`config.mk`:
```
export PLATFORM = sky130hd
export DESIGN_NAME = pe_col_drain
export DESIGN_NICKNAME = d
export VERILOG_FILES = /design/src/rtl/pe_col_drain.sv
export SDC_FILE = /design/constraint.sdc
export NUM_CORES = 1
export LEC_CHECK = 0
export BUFFER_PORTS_ARGS = -buffer_cell sky130_fd_sc_hd__buf_2
export CORE_MARGIN = 2
export CORE_UTILIZATION = 40
export CTS_CLUSTER_DIAMETER = 80
export CTS_CLUSTER_SIZE = 12
export DETAILED_ROUTE_END_ITERATION = 8
export GPL_TIMING_DRIVEN = 0
export PLACE_DENSITY_LB_ADDON = 0.25
export SYNTH_ARGS = -nofsm -noshare
export SYNTH_HDL_FRONTEND = slang
export SYNTH_SLANG_ARGS = --single-unit
export TNS_END_PERCENT = 100
```
`constraint.sdc`:
```
create_clock -name clk -period 6.1 [get_ports clk]
set_input_delay 0.61 -clock clk [delete_from_list [all_inputs] [get_ports clk]]
set_output_delay 0.61 -clock clk [all_outputs]
set_load 0.1 [all_outputs]
```
`src/rtl/pe_col_drain.sv`:
```
// Column drain: rescale bottom-PE accumulators to MUL_BW with saturation, queue them, hand off over valid/ready.
// Latency: 2 cycles from acc_vld_i to out_vld_o on an empty FIFO; 1 result/cycle in and out.
// Backpressure: none toward the array; a result arriving at a full FIFO without a pop is dropped and ovf_o sticks.

module pe_col_drain_fifo #(
    parameter int W     = 17,
    parameter int DEPTH = 8
) (
    input  logic                       clk,
    input  logic                       rst_n,
    input  logic                       clr,
    input  logic                       push,
    input  logic [W-1:0]               push_dat,
    input  logic                       pop,
    output logic [W-1:0]               head_dat,
    output logic [$clog2(DEPTH):0]     level,
    output logic                       full
);
    localparam int AW = $clog2(DEPTH);
    localparam int LW = AW + 1;

    logic [W-1:0]  mem [DEPTH];
    logic [AW-1:0] wr_ptr;
    logic [AW-1:0] rd_ptr;
    logic          do_push;
    logic          do_pop;

    assign full     = (level == LW'(DEPTH));
    assign do_pop   = pop && (level != '0);
    // A full FIFO still takes a push when the head leaves in the same cycle.
    assign do_push  = push && (!full || do_pop);
    assign head_dat = mem[rd_ptr];

    always_ff @(posedge clk or negedge rst_n) begin
        if (!rst_n) begin
            wr_ptr <= '0;
            rd_ptr <= '0;
            level  <= '0;
            for (int i = 0; i < DEPTH; i++) mem[i] <= '0;
        end else if (clr) begin
            wr_ptr <= '0;
            rd_ptr <= '0;
            level  <= '0;
            for (int i = 0; i < DEPTH; i++) mem[i] <= '0;
        end else begin
            if (do_push) begin
                mem[wr_ptr] <= push_dat;
                wr_ptr      <= wr_ptr + 1'b1;
            end
            if (do_pop) rd_ptr <= rd_ptr + 1'b1;
            if (do_push && !do_pop)      level <= level + 1'b1;
            else if (!do_push && do_pop) level <= level - 1'b1;
        end
    end
endmodule

module pe_col_drain #(
    parameter int INT_BW = 5,
    parameter int FRA_BW = 9,
    parameter int MUL_BW = 16,
    parameter int ACC_BW = 32,
    parameter int DEPTH  = 8
) (
    input  logic                     clk,
    input  logic                     rst_n,
    input  logic                     clr_i,
    input  logic                     acc_vld_i,
    input  logic [ACC_BW-1:0]        acc_i,
    input  logic                     acc_last_i,
    output logic                     out_vld_o,
    input  logic                     out_rdy_i,
    output logic [MUL_BW-1:0]        out_data_o,
    output logic                     out_last_o,
    output logic                     ovf_o,
    output logic [15:0]              sat_cnt_o,
    output logic [$clog2(DEPTH):0]   level_o
);
    typedef struct packed {
        logic              last;
        logic [MUL_BW-1:0] dat;
    } entry_t;

    if (DEPTH < 2 || (DEPTH & (DEPTH - 1)) != 0 || INT_BW + FRA_BW > ACC_BW) begin : g_bad_params
        $error("pe_col_drain: illegal parameter set");
    end

    // Clamp bounds expressed at accumulator width so the compare stays signed.
    logic signed [ACC_BW-1:0] max_v;
    logic signed [ACC_BW-1:0] min_v;
    assign max_v = {{(ACC_BW-MUL_BW+1){1'b0}}, {(MUL_BW-1){1'b1}}};
    assign min_v = {{(ACC_BW-MUL_BW+1){1'b1}}, {(MUL_BW-1){1'b0}}};

    logic signed [ACC_BW-1:0] shifted;
    logic [MUL_BW-1:0]        clamp_dat;
    logic                     clamp_sat;

    always_comb begin
        shifted   = $signed(acc_i) >>> FRA_BW;
        clamp_dat = shifted[MUL_BW-1:0];
        clamp_sat = 1'b0;
        if (shifted > max_v) begin
            clamp_dat = max_v[MUL_BW-1:0];
            clamp_sat = 1'b1;
        end else if (shifted < min_v) begin
            clamp_dat = min_v[MUL_BW-1:0];
            clamp_sat = 1'b1;
        end
    end

    logic              s1_vld;
    logic              s1_sat;
    entry_t            s1_ent;

    always_ff @(posedge clk or negedge rst_n) begin
        if (!rst_n) begin
            s1_vld <= 1'b0;
            s1_sat <= 1'b0;
            s1_ent <= '0;
        end else if (clr_i) begin
            s1_vld <= 1'b0;
            s1_sat <= 1'b0;
            s1_ent <= '0;
        end else begin
            s1_vld      <= acc_vld_i;
            s1_sat      <= clamp_sat;
            s1_ent.dat  <= clamp_dat;
            s1_ent.last <= acc_last_i;
        end
    end

    entry_t head;
    logic   fifo_full;
    logic   pop;

    assign out_vld_o  = (level_o != '0);
    assign pop        = out_vld_o && out_rdy_i;
    assign out_data_o = head.dat;
    assign out_last_o = head.last;

    pe_col_drain_fifo #(
        .W     ($bits(entry_t)),
        .DEPTH (DEPTH)
    ) u_fifo (
        .clk      (clk),
        .rst_n    (rst_n),
        .clr      (clr_i),
        .push     (s1_vld),
        .push_dat (s1_ent),
        .pop      (pop),
        .head_dat (head),
        .level    (level_o),
        .full     (fifo_full)
    );

    // Saturation is counted at stage 1, so dropped entries are still counted.
    always_ff @(posedge clk or negedge rst_n) begin
        if (!rst_n) begin
            ovf_o     <= 1'b0;
            sat_cnt_o <= '0;
        end else if (clr_i) begin
            ovf_o     <= 1'b0;
            sat_cnt_o <= '0;
        end else begin
            if (s1_vld && fifo_full && !pop) ovf_o <= 1'b1;
            if (s1_vld && s1_sat && sat_cnt_o != 16'hFFFF) sat_cnt_o <= sat_cnt_o + 1'b1;
        end
    end
endmodule

```
==> impl_metrics.csv, run 1 <==
group,metric,value,unit
pwr,total_switching_power,1120,µW
route,route.detailed.drc,0,
logic_synthesis,synth_seq_cells,182,
timing,timing.final.setup_violations,0,
clocking,sink_count,182,
pwr,combPwrFrac,24.2,%
logic_synthesis,post_synth_top_area_share,49.6,%
clocking,clock_tree.htree_level_count,4,
clocking,insertion_delay,0.44,ns
logic_synthesis,synth.top_cells.by_area,"dfrtp_1 50%, nand2_1 12%, mux4_2 8.3%",
logic_synthesis,synth-seq-area-share,49.6,%
worst_setup_path,arrival,2.82,ns
worst_setup_path,critical-path-top-cell-by-count,"clkbuf_1",
place,post-dp-hpwl,16400,µm
timing,timing_max_transition_violations_final,0,
timing,clock_skew,0.0129,ns
logic_synthesis,synth.top_cells.by_count,"285 x nand2_1, 182 x dfrtp_1, 149 x a21oi_1, 39 x clkbuf_1, 34 x mux4_2",
pwr,share_clk_of_total_power,36.1,%
worst_setup_path,critPathMaxFanout,10,
floorplan,die-height,156,µm
worst_setup_path,cp_cell_sequence,"clkbuf_1, clkbuf_1, mux4_2, mux2_2, buf_2",
clocking,post-cts-setup-buffers,0,
timing,unrepaired_setup_endpoints_after_global_routing,"no",
final_layout,syn2layout_area_growth,14.6,%
grt,antenna_violations_before_repair,0,
worst_setup_path,timing.rr.start,"u_fifo.level[0]",
logic_synthesis,synth_ff_type,"dfrtp_1",
worst_setup_path,cpLargestDelayFamily,"buffers and inverters",
floorplan,fp-row-count,55,
pwr,switching_share,34.9,%
worst_setup_path,crit_required,5.49,ns
timing,setup_tns,0,ns
timing,worstMarginPinSlew,0.743,ns
worst_setup_path,endpoint_kind,"output port",
place,numPortBuffers,67,
timing,slew_headroom,50.5,%
worst_setup_path,worst-r2r-setup-slack,3.41,ns
route,ant_nets,0,
pwr,vdd_ir_drop_max,0.000253,V
logic_synthesis,synth_cell_type_count,54,
floorplan,core,22600,µm²
worst_setup_path,buffers_plus_inverters_on_the_worst_setup_path,3,
worst_setup_path,critical_path_slowest_stage_cell,"clkbuf_1",
logic_synthesis,synthMostInstantiatedCell,"nand2_1",
grt,via_count_of_the_first_global_routing_pass,6900,
timing,min_period,3.43,ns
clocking,ctsRootBufferMaster,"clkbuf_16",
route,drt-pass1-iter-count,4,
logic_synthesis,synth_largest_area_cell,"dfrtp_1",
worst_setup_path,critPathMaxStageDelay,0.62,ns
timing,final_hold_violations,0,
worst_setup_path,element_type_at_the_critical_path_start,"register",
pwr,static-leakage-power,0.00430,µW
route,route.detailed.wl_per_inst,18.5,µm
clocking,ctsResizeCount,0,
place,dpl.cell_count,1260,
status,run_status,"complete, no violations",
clocking,cts_made_buffers,17,
route,avgViaCountPerCell,5.45,
floorplan,die-area,24200,µm²
pwr,sequential_group_share_of_total_power,39.6,%
timing,final.period_utilization,56.2,%
final_layout,insertedDiodeCount,0,
logic_synthesis,postSynthCellCount,907,
timing,max_freq,291,MHz
floorplan,number_of_primary_i_o_pins,77,
floorplan,die_w,156,µm
route,drt-initial-drc-count,663,
run,maxCapViolCount,0,
logic_synthesis,yosys_warnings,0,
final_layout,post_route_insts_no_fill,1291,
logic_synthesis,synth-edff-count,0,
logic_synthesis,async_flop_share,100,%
pwr,cell_internal_pwr,2080,µW
place,place_congestion,0.808,
logic_synthesis,syn-cell-area,9190,µm²
logic_synthesis,avgSynthCellArea,10.1,µm²
clocking,tritoncts,"done",
grt,globalRoute.totalOverflow,0,
worst_setup_path,startpoint,"u_fifo.rd_ptr[1]",
clocking,clockBufferDepth,2,
final_layout,num-nets-final,1038,
logic_synthesis,total_nets_after_synthesis,951,
grt,grt_max_degree,107,
grt,grt_pass1_wl,38700,µm
hold_path,hp-class,"input port to asynchronous set/reset pin",
floorplan,initial_core_util,40.7,%
route,routed-via-count,7035,
worst_setup_path,setup.worst_path.class,"register to output port",
pwr,power_density,304,nW/µm²
clocking,cts.hold.buffers_added,0,
grt,grt_util_all_layers,20.7,%
route,wl,23900,µm
final_layout,drive_gt1_share,20.8,%
clocking,clk_pin_slew,0.07,ns
[per-layer routing]
metal | wire length [µm] | global-route usage, %
met5 | 0 | 0
met4 | 548 | 7.12
met3 | 1110 | 3.56
met2 | 11300 | 32.8
met1 | 10900 | 29.0
[placed cells by master, fill, tap and decap left out, types with 10 or more instances in the layout]
cell / n
nor3_1: 10
mux4_2: 34
dfrtp_1: 182
nand2_1: 285
nor2b_1: 15
a21oi_1: 149
buf_2: 81
clkbuf_1: 39
nor2_1: 18
mux2_2: 17
buf_4: 10
clkbuf_16: 17
o21a_1: 15
[kinds of logic after synthesis]
logic type	share of synthesized area (%)
buffers and inverters	4.24
and+or+nand+nor	16.9
AOI/OAI and AO/OA	16.2
xor gates and xnor gates	0.477
muxes	11.7
DFF	49.6
adders and majority gates	0.899
[flip-flops by register name, summed over array words and instances, names as in the netlist]
signal         cells
ovf_o              1
s1_ent            17
s1_sat             1
s1_vld             1
sat_cnt_o         16
u_fifo.level       4
u_fifo.mem       136
u_fifo.rd_ptr      3
u_fifo.wr_ptr      3
[power groups by stage]
stage | clock [µW] | sequential (µW) | combinational, µW
floorplan | 0 | 1370 | 529
global route | 1220 | 1270 | 829
detailed placement | 0 | 1290 | 785
finish | 1160 | 1270 | 776
global placement | 0 | 1290 | 776
CTS | 1170 | 1270 | 787
[cell type report]
class,instances,area (µm²)
well taps,285,357
repair buffers,68,373
flip-flops and latches,182,4550
clock inverters,14,190
multi-input cells,643,4240
plain buffers,73,353
clock buffers,17,425
inverters,9,36.3
fillers,2123,12000
[path summary, 6_finish.rpt]
check | cells after the start | end
min reg2reg | 2 | ovf_o
min in group clk | 2 | s1_ent[9]
min | 1 | sat_cnt_o[3]
max | 5 | out_data_o[5]
max in group asynchronous | 2 | u_fifo.mem[65]
max reg2reg | 7 | u_fifo.level[3]
[through the flow]
stage	setup WS, ns	util (%)	hold slack (ns)	power [µW]	cell area, µm²
global route	2.56	46.7	0.187	3330	10500
finish	2.67	46.7	0.130	3200	10500
global placement	1.29	43.8	0.487	2070	9880
floorplan	3.26	-	0.314	1900	9190
CTS	2.66	46.7	0.163	3230	10500
detailed placement	3.14	43.9	0.482	2080	9910
(Power assumes the default switching activity.)
==> run 2: changes to the inputs <==
--- a/config.mk
+++ b/config.mk
@@ -5,6 +5,7 @@
 export SDC_FILE = /design/constraint.sdc
 export NUM_CORES = 1
 export LEC_CHECK = 0
+export ABC_AREA = 1
 export BUFFER_PORTS_ARGS = -buffer_cell sky130_fd_sc_hd__buf_2
 export CORE_MARGIN = 2
 export CORE_UTILIZATION = 40
==> constraint.sdc (replaced) <==
create_clock -name clk -period 3.4 [get_ports clk]
set_input_delay 0.34 -clock clk [delete_from_list [all_inputs] [get_ports clk]]
set_output_delay 0.34 -clock clk [all_outputs]
set_load 0.1 [all_outputs]
==> impl_metrics.csv, run 2 <==
group,metric,value,unit
worst_setup_path,critical_path_slowest_stage_cell,"buf_2",
logic_synthesis,synth_cell_type_count,36,
final_layout,largest_regs,"u_fifo.mem: 136 flops, s1_ent: 17 flops, sat_cnt_o: 16 flops",
logic_synthesis,synth_largest_area_cell,"dfrtp_1",
clocking,sink_count,182,
run,maxCapViolCount,0,
route,route.detailed.drc,0,
timing,min_period,2.95,ns
grt,grt_max_degree,97,
place,numPortBuffers,66,
pwr,cell_internal_pwr,4030,µW
grt,grt_util_all_layers,21.6,%
timing,slew_headroom,55.5,%
logic_synthesis,synthMostInstantiatedCell,"dfrtp_1",
timing,layout_setup_ws,0.450,ns
final_layout,layout.filler_cells,2094,
grt,grt.met1_usage,30.4,%
final_layout,post-route-cell-area,9970,µm²
worst_setup_path,critPathMaxStageDelay,0.44,ns
route,drt-initial-drc-count,452,
clocking,tritoncts,"done",
timing,clock_skew,0.00737,ns
logic_synthesis,synth-edff-count,0,
floorplan,core,21100,µm²
grt,antenna_violations_before_repair,0,
final_layout,drive_gt1_share,14.4,%
timing,timing_max_transition_violations_final,0,
timing,unrepaired_setup_endpoints_after_global_routing,"no",
clocking,cts_made_buffers,17,
final_layout,finish.utilization,47.3,%
logic_synthesis,synth-seq-area-share,52.9,%
pwr,static-leakage-power,0.00451,µW
clocking,clk_pin_slew,0.07,ns
floorplan,fp-row-count,53,
place,dp_worst_setup_slack,0.962,ns
clocking,ctsResizeCount,0,
grt,via_count_of_the_first_global_routing_pass,7156,
logic_synthesis,synth_seq_cells,182,
pwr,total_switching_power,3100,µW
timing,max_freq,339,MHz
logic_synthesis,total_nets_after_synthesis,1038,
worst_setup_path,element_type_at_the_critical_path_start,"register",
clocking,insertion_delay,0.43,ns
timing,worstMarginPinSlew,0.668,ns
worst_setup_path,worst-r2r-setup-slack,1.22,ns
clocking,cts.hold.buffers_added,1,
clocking,post-cts-setup-buffers,0,
worst_setup_path,timing.rr.start,"u_fifo.level[0]",
worst_setup_path,setup.worst_path.class,"register to output port",
logic_synthesis,async_flop_share,100,%
floorplan,initial_core_util,40.9,%
timing,timing.final.setup_violations,0,
logic_synthesis,avgSynthCellArea,8.67,µm²
pwr,vdd_ir_drop_max,0.000350,V
grt,met3_usage,3.48,%
grt,globalRoute.totalOverflow,0,
pwr,sequential_group_share_of_total_power,32.1,%
logic_synthesis,syn-cell-area,8620,µm²
logic_synthesis,post_synth_top_area_share,52.9,%
route,avgViaCountPerCell,5.26,
logic_synthesis,synth.top_cells.by_count,"182 x dfrtp_1, 131 x o21ai_0, 123 x nand2_1, 105 x inv_1, 98 x nand3_1",
pwr,report.power.total,7130,µW
logic_synthesis,synth_ff_type,"dfrtp_1",
worst_setup_path,worst_r2r_path_depth,13,
hold_path,hp-class,"input port to register",
worst_setup_path,startpoint,"u_fifo.rd_ptr[1]",
pwr,combPwrFrac,38.0,%
worst_setup_path,critical-path-top-cell-by-count,"buf_2",
grt,busiest_layer,"met2",
final_layout,max_reg_flops,136,
worst_setup_path,critPathMaxFanout,10,
status,run_status,"complete, no violations",
grt,grt.met2_usage,34.7,%
final_layout,most_frequent_standard_cell_in_the_layout_excluding_fill_and_tap_cells,"dfrtp_1",
worst_setup_path,arrival,2.61,ns
pwr,power_density,714,nW/µm²
pwr,share_clk_of_total_power,29.9,%
worst_setup_path,endpoint_kind,"output port",
logic_synthesis,synth.top_cells.by_area,"dfrtp_1 53%, o21ai_0 7.6%, nand3_1 5.7%",
floorplan,die_w,151,µm
timing,hold_ws,0.107,ns
pwr,switching_share,43.4,%
final_layout,num-nets-final,1125,
worst_setup_path,critical_path.reg2reg.endpoint,"u_fifo.level[3]",
clocking,ctsRootBufferMaster,"clkbuf_16",
final_layout,syn2layout_area_growth,15.8,%
route,drt-pass1-iter-count,5,
final_layout,layout_common_cells,"182 x dfrtp_1, 131 x o21ai_0, 123 x nand2_1",
clocking,clockBufferDepth,2,
worst_setup_path,crit_required,3.06,ns
grt,grt_pass1_wl,38300,µm
final_layout,insertedDiodeCount,0,
timing,final_hold_violations,0,
place,postPlaceCellArea,9330,µm²
route,wl,23200,µm
logic_synthesis,yosys_warnings,0,
worst_setup_path,cp_cell_sequence,"buf_2, clkinv_1, clkbuf_1, a21oi_1, o21ai_0, nand3_1, o21a_1, buf_2",
floorplan,number_of_primary_i_o_pins,77,
worst_setup_path,timing.critical_path.to,"out_data_o[7]",
timing,final.period_utilization,86.8,%
floorplan,die-area,22700,µm²
route,ant_nets,0,
clocking,clock_tree.htree_level_count,4,
route,routed-via-count,7196,
logic_synthesis,postSynthCellCount,994,
floorplan,die-height,151,µm
place,post-dp-hpwl,17200,µm
route,route.detailed.wl_per_inst,17.0,µm
final_layout,registers.top_by_ff_count,"u_fifo.mem",
place,place_congestion,0.818,
[run 2: area by class of cell]
type	instances	area (µm²)	share of cell area, %
clock buffer	18	439	4.40
tap	275	344	3.45
timing repair buffer	68	378	3.79
multi-input combinational	639	3340	33.5
sequential	182	4550	45.7
clock inverter	14	198	1.98
inverter	111	419	4.20
buffer	62	303	3.04
[run 2: logic make-up after synthesis]
logic type | share of synthesized area (%)
buffers and inverters | 8.38
DFF | 52.9
AOI/OAI and AO/OA | 20.5
adders and majority gates | 0.958
and+or+nand+nor | 16.8
xor gates and xnor gates | 0.508
[run 2: power by group through the flow]
stage	clock network (µW)	registers, µW	logic [µW]
after floorplan	0	2490	1920
after global placement	0	2330	2680
after detailed placement	0	2330	2690
after CTS	2150	2290	2700
after global routing	2250	2290	2890
final	2130	2290	2710
[run 2: worst min path at each step]
stage / from / to / slack (ns) / cells after the start
final: acc_last_i / s1_ent[16] / 0.11 / 3
after global routing: acc_last_i / s1_ent[16] / 0.10 / 3
after CTS: acc_vld_i / s1_vld / 0.1 / 3
after detailed placement: rst_n / u_fifo.mem[87] / 0.40 / 1
after global placement: ovf_o / ovf_o / 0.49 / 2
after floorplan: rst_n / ovf_o / 0.04 / 0
[run 2: metal layers]
| metal | share of wire [%] | wire (µm) |
|---|---|---|
| met1 | 48 | 11100 |
| met3 | 3.6 | 847 |
| met2 | 47 | 10900 |
| met5 | 0 | 0 |
| met4 | 1.7 | 388 |
[run 2: metrics by stage]
stage	TNS, ns	cells
2_1_floorplan	0	994
3_3_place_gp	-184.92	1335
3_5_place_dp	0	1336
4_1_cts	0	1369
5_1_grt	0	1369
6_report	0	1369
[run 2: worst max-delay path: cells and delay by family (launching register included)]
kind            cells  cell delay (ns)
simple gates        1             0.10
flops               1             0.36
buf+inv             4             1.24
compound gates      3             0.48
==> run 3: changes to the inputs <==
==> constraint.sdc (replaced) <==
create_clock -name clk -period 3.4 [get_ports clk]
set_input_delay 0.68 -clock clk [delete_from_list [all_inputs] [get_ports clk]]
set_output_delay 0.68 -clock clk [all_outputs]
set_load 0.1 [all_outputs]
==> impl_metrics.csv, run 3 (synthesized netlist as in run 2, its figures left out) <==
group,metric,value,unit
grt,antenna_violations_before_repair,0,
floorplan,fp-row-count,53,
place,dpl.cell_count,1336,
timing,hold_ws,0.260,ns
pwr,vdd_ir_drop_max,0.000351,V
worst_setup_path,element_type_at_the_critical_path_start,"register",
timing,final_hold_violations,0,
pwr,power_density,716,nW/µm²
route,drt-pass1-iter-count,4,
timing,clock_skew,0.00687,ns
hold_path,hp-class,"input port to asynchronous set/reset pin",
floorplan,initial_core_util,40.9,%
timing,timing_max_transition_violations_final,0,
grt,grt_max_degree,97,
floorplan,core,21100,µm²
final_layout,layout_common_cells,"182 x dfrtp_1, 131 x o21ai_0, 123 x nand2_1",
pwr,combPwrFrac,38.1,%
pwr,switching_share,43.4,%
route,avgViaCountPerCell,5.27,
final_layout,post_route_insts_no_fill,1368,
worst_setup_path,arrival,2.58,ns
final_layout,multi_input_area,3340,µm²
route,route.detailed.drc,0,
timing,final.period_utilization,95.9,%
pwr,share_clk_of_total_power,29.9,%
worst_setup_path,buffers_plus_inverters_on_the_worst_setup_path,4,
worst_setup_path,critical_path_slowest_stage_cell,"buf_2",
final_layout,drive_gt1_share,14.4,%
floorplan,die_w,151,µm
floorplan,number_of_primary_i_o_pins,77,
timing,slew_headroom,55.5,%
worst_setup_path,worst-r2r-setup-slack,1.21,ns
worst_setup_path,timing.rr.start,"u_fifo.level[0]",
final_layout,most_frequent_standard_cell_in_the_layout_excluding_fill_and_tap_cells,"dfrtp_1",
final_layout,largest_regs,"u_fifo.mem: 136 flops, s1_ent: 17 flops, sat_cnt_o: 16 flops",
grt,grt_util_all_layers,21.6,%
worst_setup_path,cpLargestDelayFamily,"buffers and inverters",
worst_setup_path,timing.critical_path.to,"out_data_o[13]",
place,place_congestion,0.818,
run,maxCapViolCount,0,
worst_setup_path,critPathMaxFanout,10,
floorplan,die-area,22700,µm²
floorplan,die-height,151,µm
final_layout,syn2layout_area_growth,15.8,%
place,dp_worst_setup_slack,0.622,ns
worst_setup_path,endpoint_kind,"output port",
final_layout,layout.filler_cells,2096,
pwr,total_switching_power,3100,µW
place,numPortBuffers,66,
clocking,sink_count,182,
timing,max_freq,307,MHz
timing,unrepaired_setup_endpoints_after_global_routing,"no",
worst_setup_path,critPathMaxStageDelay,0.43,ns
status,run_status,"complete, no violations",
worst_setup_path,critical_path_cell_count,8,
clocking,cts_made_buffers,17,
grt,grt_pass1_wl,38300,µm
grt,globalRoute.totalOverflow,0,
clocking,clk_pin_slew,0.07,ns
timing,layout_setup_ws,0.138,ns
final_layout,num-nets-final,1124,
worst_setup_path,worst_r2r_path_depth,13,
route,drt-initial-drc-count,447,
final_layout,max_reg_flops,136,
clocking,ctsRootBufferMaster,"clkbuf_16",
worst_setup_path,setup.worst_path.class,"register to output port",
timing,worstMarginPinSlew,0.667,ns
pwr,cell_internal_pwr,4050,µW
timing,min_period,3.26,ns
grt,via_count_of_the_first_global_routing_pass,7156,
worst_setup_path,startpoint,"u_fifo.rd_ptr[1]",
worst_setup_path,critical-path-top-cell-by-count,"buf_2",
route,routed-via-count,7209,
final_layout,register_area,4550,µm²
worst_setup_path,crit_required,2.72,ns
worst_setup_path,cp_cell_sequence,"buf_2, clkinv_1, clkbuf_1, a21oi_1, o21ai_0, nand3_1, o21a_1, buf_2",
clocking,insertion_delay,0.43,ns
route,ant_nets,0,
final_layout,insertedDiodeCount,0,
pwr,sequential_group_share_of_total_power,32.0,%
clocking,tritoncts,"done",
timing,setup_tns,0,ns
place,post-dp-hpwl,17200,µm
clocking,clock_tree.htree_level_count,4,
clocking,clockBufferDepth,2,
timing,timing.final.setup_violations,0,
pwr,static-leakage-power,0.00451,µW
final_layout,registers.top_by_ff_count,"u_fifo.mem",
worst_setup_path,critical_path.reg2reg.endpoint,"u_fifo.level[3]",
route,route.detailed.wl_per_inst,17.0,µm
route,wl,23200,µm
run 3: repair_timing:
item	CTS	global route
setup buffers	0	0
hold buffers	0	0
setup endpoints to repair	0	5
resized for setup	0	5
run 3: power by group through the flow:
stage	Sequential [µW]	Clock (µW)	Combinational, µW
finish	2290	2130	2720
global route	2290	2250	2910
CTS	2290	2150	2700
detailed placement	2330	0	2690
global placement	2330	0	2680
floorplan	2490	0	1920
run 3: per-layer routing:
layer / share of wire (%) / GRT usage (%) / wire length, µm / vias up
li1: - / - / - / 3566
met1: 48 / 30.4 / 11100 / 3452
met2: 47 / 34.7 / 10900 / 161
met3: 3.8 / 3.52 / 880 / 30
met4: 1.6 / 5.89 / 364 / 0
met5: 0 / 0 / 0 / -
run 3: area by class of cell:
class / instances / area share, %
Multi-Input combinational cell: 639 / 33.5
Inverter: 111 / 4.20
Buffer: 62 / 3.03
Tap cell: 275 / 3.45
Clock inverter: 14 / 1.98
Sequential cell: 182 / 45.6
Clock buffer: 18 / 4.40
Timing Repair Buffer: 67 / 3.81
run 3: worst register-to-register path, stage by stage (launching register included):
cell,delay (ns)
dfrtp_1,0.43
nor2_2,0.15
nand2_1,0.09
nand2_1,0.26
nand3_2,0.19
ha_1,0.37
a21oi_1,0.20
nand2_1,0.07
nand2_1,0.08
nand2_1,0.05
nand2_1,0.05
nand2_1,0.05
nand2_1,0.05
nand2_1,0.05
run 3: per-stage QoR:
step	instance area (µm²)	util [%]	total power, µW
after floorplan	8620	-	4410
after global placement	9290	44.1	5000
after detailed placement	9330	44.2	5020
after CTS	9960	47.3	7140
after global routing	9980	47.3	7450
final	9980	47.3	7150
run 3: worst min-delay path by stage:
stage                         startpoint             end  slack [ns]  cells past startpoint
after global routing               rst_n  u_fifo.mem[87]        0.31                      1
after floorplan                    rst_n           ovf_o        0.38                      0
after CTS                          rst_n  u_fifo.mem[87]        0.29                      1
final                              rst_n  u_fifo.mem[87]        0.26                      1
after detailed placement  u_fifo.mem[53]  u_fifo.mem[53]        0.50                      2
after global placement             ovf_o           ovf_o        0.49                      2
